$ cat src/rtl/twiddle_seq_pkg.sv
// Shared constants, tags and address map for the twiddle sequencer.
// TWIDDLE_SEQ_DIF_EN selects DIF address ordering instead of DIT.
package twiddle_seq_pkg;

  localparam int TW_ADDR_W    = 4;
  localparam int TW_STAGES    = 5;
  localparam int TW_PER_STAGE = 16;
  localparam int TW_TAG_W     = 8;

  typedef enum logic [1:0] {
    S_IDLE  = 2'd0,
    S_RUN   = 2'd1,
    S_DRAIN = 2'd2
  } state_e;

  typedef struct packed {
    logic [2:0] stage;
    logic [3:0] idx;
    logic       last;
  } tw_tag_t;

  function automatic logic [TW_ADDR_W-1:0] tw_addr(
    input logic [2:0] s,
    input logic [3:0] j
  );
    logic [3:0] m;
`ifdef TWIDDLE_SEQ_DIF_EN
    m = 4'((5'd1 << (3'd4 - s)) - 5'd1);
    return (j & m) << s;
`else
    m = 4'((5'd1 << s) - 5'd1);
    return (j & m) << (3'd4 - s);
`endif
  endfunction

endpackage

$ cat src/rtl/twiddle_seq_if.sv
// Twiddle stream from the sequencer to the PE array.
// Carries the word, its stage/butterfly tag and a valid/ready pair.
interface twiddle_seq_if #(
  parameter int DATA_WIDTH = 16
);
  logic [DATA_WIDTH*2-1:0] tw_data;
  logic [2:0]              tw_stage;
  logic [3:0]              tw_idx;
  logic                    tw_last;
  logic                    tw_valid;
  logic                    tw_ready;

  modport master (
    output tw_data, tw_stage, tw_idx,
    output tw_last, tw_valid,
    input  tw_ready
  );

  modport slave (
    input  tw_data, tw_stage, tw_idx,
    input  tw_last, tw_valid,
    output tw_ready
  );
endinterface

$ cat src/rtl/twiddle_skid_fifo.sv
// Two-entry skid buffer; the head register drives the output
// directly, so the output is stable while stalled.
module twiddle_skid_fifo #(
  parameter int W = 40
) (
  input  logic         clk,
  input  logic         rst,
  input  logic         push,
  input  logic [W-1:0] din,
  input  logic         pop,
  output logic         valid,
  output logic [W-1:0] dout,
  output logic [1:0]   count
);

  logic [W-1:0] head_q, head_d;
  logic [W-1:0] tail_q, tail_d;
  logic [1:0]   cnt_q, cnt_d;

  always_comb begin
    head_d = head_q;
    tail_d = tail_q;
    cnt_d  = cnt_q;
    unique case ({push, pop})
      2'b10: begin
        cnt_d = cnt_q + 2'd1;
        if (cnt_q == 2'd0) head_d = din;
        else               tail_d = din;
      end
      2'b01: begin
        cnt_d = cnt_q - 2'd1;
        if (cnt_q == 2'd2) head_d = tail_q;
      end
      2'b11: begin
        if (cnt_q == 2'd1) begin
          head_d = din;
        end else begin
          head_d = tail_q;
          tail_d = din;
        end
      end
      default: ;
    endcase
  end

  always_ff @(posedge clk) begin
    if (rst) begin
      head_q <= '0;
      tail_q <= '0;
      cnt_q  <= '0;
    end else begin
      head_q <= head_d;
      tail_q <= tail_d;
      cnt_q  <= cnt_d;
    end
  end

  assign valid = (cnt_q != 2'd0);
  assign dout  = head_q;
  assign count = cnt_q;

endmodule

$ cat src/rtl/twiddle_seq.sv
// Twiddle ROM read sequencer for a 32-point radix-2 FFT.
// Define TWIDDLE_SEQ_DIF_EN for DIF address ordering.
module twiddle_seq
  import twiddle_seq_pkg::*;
#(
  parameter int DATA_WIDTH = 16,
  parameter int NUM_FRAMES = 1
) (
  input  logic                    clk,
  input  logic                    rst,
  input  logic                    start,
  output logic                    busy,
  output logic                    done,
  output logic                    rom_en,
  output logic [TW_ADDR_W-1:0]    rom_addr,
  input  logic [DATA_WIDTH*2-1:0] rom_data,
  twiddle_seq_if.master           tw
);

  localparam int FW = DATA_WIDTH*2 + TW_TAG_W;

  state_e     state_q, state_d;
  logic [7:0] frame_q, frame_d;
  logic [2:0] s_q, s_d;
  logic [3:0] j_q, j_d;
  logic       inflight_q, inflight_d;
  tw_tag_t    rtag_q, rtag_d;
  logic       busy_q, busy_d;
  logic       done_q, done_d;

  logic          pop, issue;
  logic          last_word, last_frame;
  logic [1:0]    count;
  logic          fifo_valid;
  logic [FW-1:0] head;
  tw_tag_t       htag;

  assign pop = tw.tw_valid && tw.tw_ready;

  // occupancy + inflight - pop < 2, kept non-negative
  assign issue = (state_q == S_RUN) &&
    (({1'b0, count} + {2'b00, inflight_q})
      < (3'd2 + {2'b00, pop}));

  assign last_word =
    (s_q == 3'(TW_STAGES-1)) &&
    (j_q == 4'(TW_PER_STAGE-1));
  assign last_frame =
    (frame_q == 8'(NUM_FRAMES-1));

  always_comb begin
    state_d    = state_q;
    frame_d    = frame_q;
    s_d        = s_q;
    j_d        = j_q;
    busy_d     = busy_q;
    done_d     = 1'b0;
    inflight_d = issue;
    rtag_d     = rtag_q;
    if (issue) begin
      rtag_d = '{stage: s_q, idx: j_q,
                 last: last_word};
    end
    unique case (state_q)
      S_IDLE: begin
        frame_d = '0;
        s_d     = '0;
        j_d     = '0;
        if (start) begin
          state_d = S_RUN;
          busy_d  = 1'b1;
        end
      end
      S_RUN: begin
        if (issue) begin
          if (j_q == 4'(TW_PER_STAGE-1)) begin
            j_d = '0;
            if (s_q == 3'(TW_STAGES-1)) begin
              s_d     = '0;
              frame_d = frame_q + 8'd1;
            end else begin
              s_d = s_q + 3'd1;
            end
          end else begin
            j_d = j_q + 4'd1;
          end
          if (last_word && last_frame)
            state_d = S_DRAIN;
        end
      end
      S_DRAIN: begin
        if (pop && count == 2'd1 && !inflight_q) begin
          state_d = S_IDLE;
          busy_d  = 1'b0;
          done_d  = 1'b1;
        end
      end
      default: state_d = S_IDLE;
    endcase
  end

  always_ff @(posedge clk) begin
    if (rst) begin
      state_q    <= S_IDLE;
      frame_q    <= '0;
      s_q        <= '0;
      j_q        <= '0;
      inflight_q <= 1'b0;
      rtag_q     <= '0;
      busy_q     <= 1'b0;
      done_q     <= 1'b0;
    end else begin
      state_q    <= state_d;
      frame_q    <= frame_d;
      s_q        <= s_d;
      j_q        <= j_d;
      inflight_q <= inflight_d;
      rtag_q     <= rtag_d;
      busy_q     <= busy_d;
      done_q     <= done_d;
    end
  end

  assign busy     = busy_q;
  assign done     = done_q;
  assign rom_en   = issue;
  assign rom_addr = tw_addr(s_q, j_q);

  twiddle_skid_fifo #(.W(FW)) u_fifo (
    .clk   (clk),
    .rst   (rst),
    .push  (inflight_q),
    .din   ({rom_data, rtag_q}),
    .pop   (pop),
    .valid (fifo_valid),
    .dout  (head),
    .count (count)
  );

  assign htag        = head[TW_TAG_W-1:0];
  assign tw.tw_data  = head[FW-1:TW_TAG_W];
  assign tw.tw_stage = htag.stage;
  assign tw.tw_idx   = htag.idx;
  assign tw.tw_last  = htag.last;
  assign tw.tw_valid = fifo_valid;

endmodule

$ cat src/flat_wrapper.sv
// flat-port wrapper written by rule: the top's interface ports become plain ports
module twiddle_seq_flat import twiddle_seq_pkg::*;
#(
  parameter int DATA_WIDTH = 16,
  parameter int NUM_FRAMES = 1
)
  (clk, rst, start, busy, done, rom_en, rom_addr, rom_data, tw_tw_data, tw_tw_stage, tw_tw_idx, tw_tw_last, tw_tw_valid, tw_tw_ready);
  twiddle_seq_if #(.DATA_WIDTH(DATA_WIDTH)) tw_i ();
  input  logic clk;
  input  logic rst;
  input  logic start;
  output logic busy;
  output logic done;
  output logic rom_en;
  output logic [TW_ADDR_W-1:0] rom_addr;
  input  logic [DATA_WIDTH*2-1:0] rom_data;
  output wire logic [$bits(tw_i.tw_data)-1:0] tw_tw_data;
  output wire logic [$bits(tw_i.tw_stage)-1:0] tw_tw_stage;
  output wire logic [$bits(tw_i.tw_idx)-1:0] tw_tw_idx;
  output wire logic [$bits(tw_i.tw_last)-1:0] tw_tw_last;
  output wire logic [$bits(tw_i.tw_valid)-1:0] tw_tw_valid;
  input wire logic [$bits(tw_i.tw_ready)-1:0] tw_tw_ready;
  assign tw_tw_data = tw_i.tw_data;
  assign tw_tw_stage = tw_i.tw_stage;
  assign tw_tw_idx = tw_i.tw_idx;
  assign tw_tw_last = tw_i.tw_last;
  assign tw_tw_valid = tw_i.tw_valid;
  assign tw_i.tw_ready = tw_tw_ready;
  twiddle_seq #(.DATA_WIDTH(DATA_WIDTH), .NUM_FRAMES(NUM_FRAMES)) u_core (.clk(clk), .rst(rst), .start(start), .busy(busy), .done(done), .rom_en(rom_en), .rom_addr(rom_addr), .rom_data(rom_data), .tw(tw_i));
endmodule
$ cat config.mk
export PLATFORM = sky130hd
export DESIGN_NAME = twiddle_seq_flat
export DESIGN_NICKNAME = d
export VERILOG_FILES = /design/src/rtl/twiddle_seq_pkg.sv /design/src/rtl/twiddle_seq_if.sv /design/src/rtl/twiddle_skid_fifo.sv /design/src/rtl/twiddle_seq.sv /design/src/flat_wrapper.sv
export SDC_FILE = /design/constraint.sdc
export NUM_CORES = 1
export LEC_CHECK = 0
export CORE_ASPECT_RATIO = 0.9
export CORE_MARGIN = 8
export CORE_UTILIZATION = 31
export CTS_BUF_LIST = sky130_fd_sc_hd__clkbuf_16
export CTS_CLUSTER_SIZE = 25
export DETAILED_ROUTE_END_ITERATION = 6
export PLACE_DENSITY_LB_ADDON = 0.2
export REMOVE_ABC_BUFFERS = 1
export SLEW_MARGIN = 10
export SYNTH_ARGS = -nofsm -noshare
export SYNTH_HDL_FRONTEND = slang
export SYNTH_SLANG_ARGS = --single-unit
export TNS_END_PERCENT = 30
$ cat constraint.sdc
create_clock -name clk -period 3.05 [get_ports clk]
set_input_delay 0.61 -clock clk [delete_from_list [all_inputs] [get_ports clk]]
set_output_delay 0.61 -clock clk [all_outputs]
set_load 0.02 [all_outputs]
# Word-level counts from Yosys, hierarchy flattened
# Index checks and enable logic that the tools add are counted.
# op_classes
n_lt_le_gt_ge	1
n_shift	2
n_addsub	9
n_reduce_logical	24
bitwise_logic	2
muxes	28
eq_ne	19
# ops
cell	n
$mux W40	5
$pmux W40 S3	1
$pmux W40 S2	1
$mux W8	3
$ne A2 B2 Y1 const B	9
$pmux W8 S2	1
$reduce_and A3 Y1	4
$reduce_bool A2 Y1	5
$mux W3	3
$add A8 B1 Y8 const B	1
$eq A2 B2 Y1 const B	4
$logic_not A8 Y1	1
$mux W2	4
$mux W4	2
$pmux W4 S2	1
$reduce_and A4 Y1	2
$eq A2 B1 Y1 const B	3
$logic_and A1 B1 Y1	6
$pmux W2 S3	1
$pmux W3 S2	1
$add A4 B1 Y4 const B	1
$and A4 B4 Y4	1
$eq A4 B4 Y1 const B	1
$logic_not A2 Y1	2
20 further kinds	22
# totals
register_bits	110
output_inout_bits	48

# Depth between registers and ports, before layout
# logic_depth
ltp_word	7
mapped_depth	11
ltp_nobuf	10

# By module
# Synthesis repeated with hierarchy kept, for this count alone.
# unflattened
cells_unflattened	656
area_unflattened_um2	5552.8
# by_module_without_submodules
mod	area_each_um2	cells_each	n_inst
twiddle_skid_fifo	3876.2	459	1
twiddle_seq	1676.6	197	1

# Worst setup path before layout
# OpenSTA, ideal clock, no wires.
# synth_path
path_kind	reg-to-output
from	register u_core.s_q[0]
to	output port rom_addr[3]
slack_ns	0.288
required_time_ns	2.440
t_arrival_ns	2.152
path_stages_with_launch	9
cell_sequence	dfxtp_1 clkbuf_1 inv_1 ha_1 ha_1 nand2b_1 mux2i_1 mux2i_1 a221oi_1
# synth_between
elab_chain_len	4
word_cells_on_any_way	5
cone_classes	2 x add/sub; 2 x shift; 1 x bitwise
# synth_rtl
item	line	source
from (decl)	twiddle_seq.sv:24	logic [2:0] s_q, s_d;
from (signal assigned)	twiddle_seq.sv:106	s_q <= '0;
from (signal assigned)	twiddle_seq.sv:115	s_q <= s_d;
$shl A1 B3 Y4	twiddle_seq_pkg.sv:31	m = 4'((5'd1 << s) - 5'd1);
$sub A4 B1 Y4	twiddle_seq_pkg.sv:31	
$and A4 B4 Y4	twiddle_seq_pkg.sv:32	return (j & m) << (3'd4 - s);
$shl A4 B3 Y4 (*)	twiddle_seq_pkg.sv:32	
to (decl)	flat_wrapper.sv:15	output logic [TW_ADDR_W-1:0] rom_addr;
# Mark *: on every way between the ends. The rest lies on a longest branch, timed or not.

# Worst setup path after layout
# layout_path
from	register u_core.s_q[1]
to	output port rom_addr[0]
# The elaborated chain is that of the path after synthesis.

==> metrics.txt <==
Layout Utilization=40.7%; Initial DRT Pass Iterations=5; Req. time, crit path=2.44 ns; Ys Warns=0; PortBufs=83; Syn Std Cell Area=0.00486 mm2; Hold Buf Count CTS=0; period utilisation layout=95.6%; Vias/cell=5.10; number of flops mapped to enable cells by yosys=0; Yosys reg bits=110; syn avg cell area=8.34 um2; share of cells above drive strength 1=between 7 and 8%; fin nets=704; IR drop worst, VDD=a little under 0.3 mV; critical path, cell by cell=inv_1 -> ha_1 -> ha_4 -> nor2b_1 -> nand2_1 -> nor2_1 -> clkdlybuf4s50_1; final WL=12.9 mm; Leak=2.19 nW; actual slew at the worst max-slew pin=0.694 ns; final RePlAce weighted congestion=0.763; CTS tree=built; Final setup viols=0; GR Util met3=under 10%; CTS max path bufs=2; outcome=finished clean; distinct cell type count after synthesis=49; Vias=4,369; Filler cells=1,608; Layout Area Growth over Synthesis=28.6%; hpwl dp=~8.6 mm; routing usage on met2=between 20% and 30%; Yosys top cell area share=a little under half; first-pass GRT wire length=21.1 mm; top post-synthesis cells by area=dfxtp_1 (45%), nand2_1 (8.3%), a211oi_1 (6.5%), a22oi_1 (6.5%), a21oi_1 (5.9%); r2r endpoint=u_core.u_fifo.dout[30]; Seq/Total Area, Yosys=roughly 45%; Max Slew Vio Count=0; die width=about 150 um; Die H=135 um; CP startpoint=u_core.s_q[1]; fraction of registers with async set/reset=0%; Core Box Area=0.0154 mm2; Fin Hold WS=0.454 ns; Starting Density=31.6%; hold path depth=2; Reg2Reg Launch Point=u_core.u_fifo.count[0]; data arrival time of the critical path=2.31 ns; post-layout min period=2.92 ns; CP Class=reg -> out; largest net degree at the start of global routing=just over 80; diode count=0; Slew HR=between 50% and 60%; Clock Skew=roughly 0.0065 ns; pre-CTS WS=-0.00824 ns; Max-Cap Viols=0; CP Capture Point=rom_addr[0]; clk root buf=clkbuf_16; later-pin clock latency in the skew report=0.35 ns; CP Capture Type=primary output; CTS Sinks=110; DR iter-0 viols=295; Mapped Cells=~600; CP max stage delay=between 0.6 and 0.7 ns; fin worst setup slack=0.135 ns; ys flop type=dfxtp_1; Tot GR Track Use=12.8%; GR Overflow Total=0; number of hold violations in the final report=0; slowest stage cell, crit path=clkdlybuf4s50_1; Ports=84; crit path launch type=register; CTS buffer count=9; H-tree depth=3; GR peak layer=met2; Hold Path Class=reg -> reg; Reg clk slew, reported paths=0.07 ns; Post CTS Setup Buffer Count=0; Routed WL per cell=15.1 um; DRC Markers=0; DIE AREA=0.0200 mm2; R2R cell count=10; initial antenna violation count=0; Worst R2R Setup Slack=0.29 ns; vias in the first global route=4,179; FMAX=about 340 MHz; antenna viol nets, final=0; Worst Path Max Fanout=7; PD cells=823 mW/mm2; top cell type by total area after synthesis=dfxtp_1; num rows=43; met1 global-route usage=16.1%
## cell usage after synthesis (3+ instances only)
master / number
o21ai_0: 9
a21oi_1: 57
nand2b_1: 7
a211oi_1: 42
nand2_1: 107
mux2i_1: 5
a31oi_1: 6
nor2_1: 55
clkbuf_1: 37
dfxtp_1: 110
nor2b_1: 4
inv_1: 17
nand3_1: 10
a22oi_1: 42
ha_1: 19
nand4_1: 3
buf_2: 4
a41o_1: 3
o21a_1: 5
## placed cells by master (no fill, tap or decap), drive strengths merged, types with 3 or more instances in the layout
master         instances
dfxtp                110
nand2                107
clkdlybuf4s50         78
a21oi                 57
nor2                  56
a22oi                 42
a211oi                42
ha                    19
inv                   19
buf                   15
o21ai                 13
nand3                 10
clkbuf                10
nand2b                 7
a31oi                  6
o21a                   5
mux2i                  5
nor2b                  4
clkinv                 4
nand4                  3
a41o                   3
a221oi                 3
## per-stage QoR
stage / cells / instance area (um2) / power, mW / setup TNS [ns]
floorplan: 541 / 4700 / 3.10 / -51.87
global placement: 839 / 5930 / 3.97 / 0
detailed placement: 839 / 5930 / 4.00 / -0.0142
CTS: 855 / 6230 / 5.20 / 0
global route: 856 / 6260 / 5.50 / -0.000719
finish: 856 / 6260 / 5.15 / 0
## flip-flops by register name, indices dropped and copies added, names as in the netlist
signal                cells
u_core.u_fifo.tail_q     40
u_core.state_q            2
u_core.s_q                3
u_core.rtag_q             8
u_core.u_fifo.count       2
u_core.inflight_q         1
u_core.j_q                4
u_core.frame_q            8
u_core.busy               1
u_core.done               1
u_core.u_fifo.dout       40
## routing by layer
metal	up-vias	part of all wire (%)
li1	2200	-
met1	2045	47
met2	106	46
met3	18	5.6
met4	0	2.3
met5	-	0
## how the worst min path moves through the flow
stage / from / end / slack (ns)
floorplan: u_core.u_fifo.tail_q[0] / u_core.u_fifo.tail_q[0] / 0.43
global placement: u_core.u_fifo.tail_q[0] / u_core.u_fifo.tail_q[0] / 0.44
detailed placement: u_core.u_fifo.tail_q[18] / u_core.u_fifo.tail_q[18] / 0.45
CTS: u_core.u_fifo.tail_q[3] / u_core.u_fifo.tail_q[3] / 0.46
global route: u_core.u_fifo.tail_q[18] / u_core.u_fifo.tail_q[18] / 0.47
finish: u_core.u_fifo.tail_q[3] / u_core.u_fifo.tail_q[3] / 0.45
## area by class of cell
type	instances	area [um2]	area share [%]
Clock inverter	7	72.6	1.16
Sequential cell	110	2200	35.2
Clock buffer	9	225	3.60
Tap cell	202	253	4.04
Timing Repair Buffer	96	942	15.1
Inverter	18	67.6	1.08
Multi-Input combinational cell	414	2490	39.9
## critical path, delay by kind of cell, from the launching register on
kind,cells,cell delay (ns)
fa+ha+maj,2,0.44
simple gates,3,0.40
flops,1,0.41
buf+inv,2,0.71
## logic make-up (layout without fill, tap and decap cells)
logic type	after synthesis	count (layout)	share of synthesized area (%)
and+or+nand+nor	205	205	18.5
AOI/OAI and AO/OA	181	182	25.0
DFF	110	110	45.3
buffers and inverters	60	130	4.73
adders and majority gates	19	19	4.89
muxes	6	6	1.26
xor gates and xnor gates	2	2	0.360
## report_power, final
part	switching [mW]	internal, mW	leakage [nW]
registers	0.156	1.71	0.896
clock network	0.546	0.640	0.144
logic	1.22	0.879	1.15
## timing repair
action                                  CTS  global route
gates cloned                              0             1
resized for setup                         9             6
endpoints found under the setup margin    3            26
pin swaps                                 0             1
(Power assumes the default switching activity.)
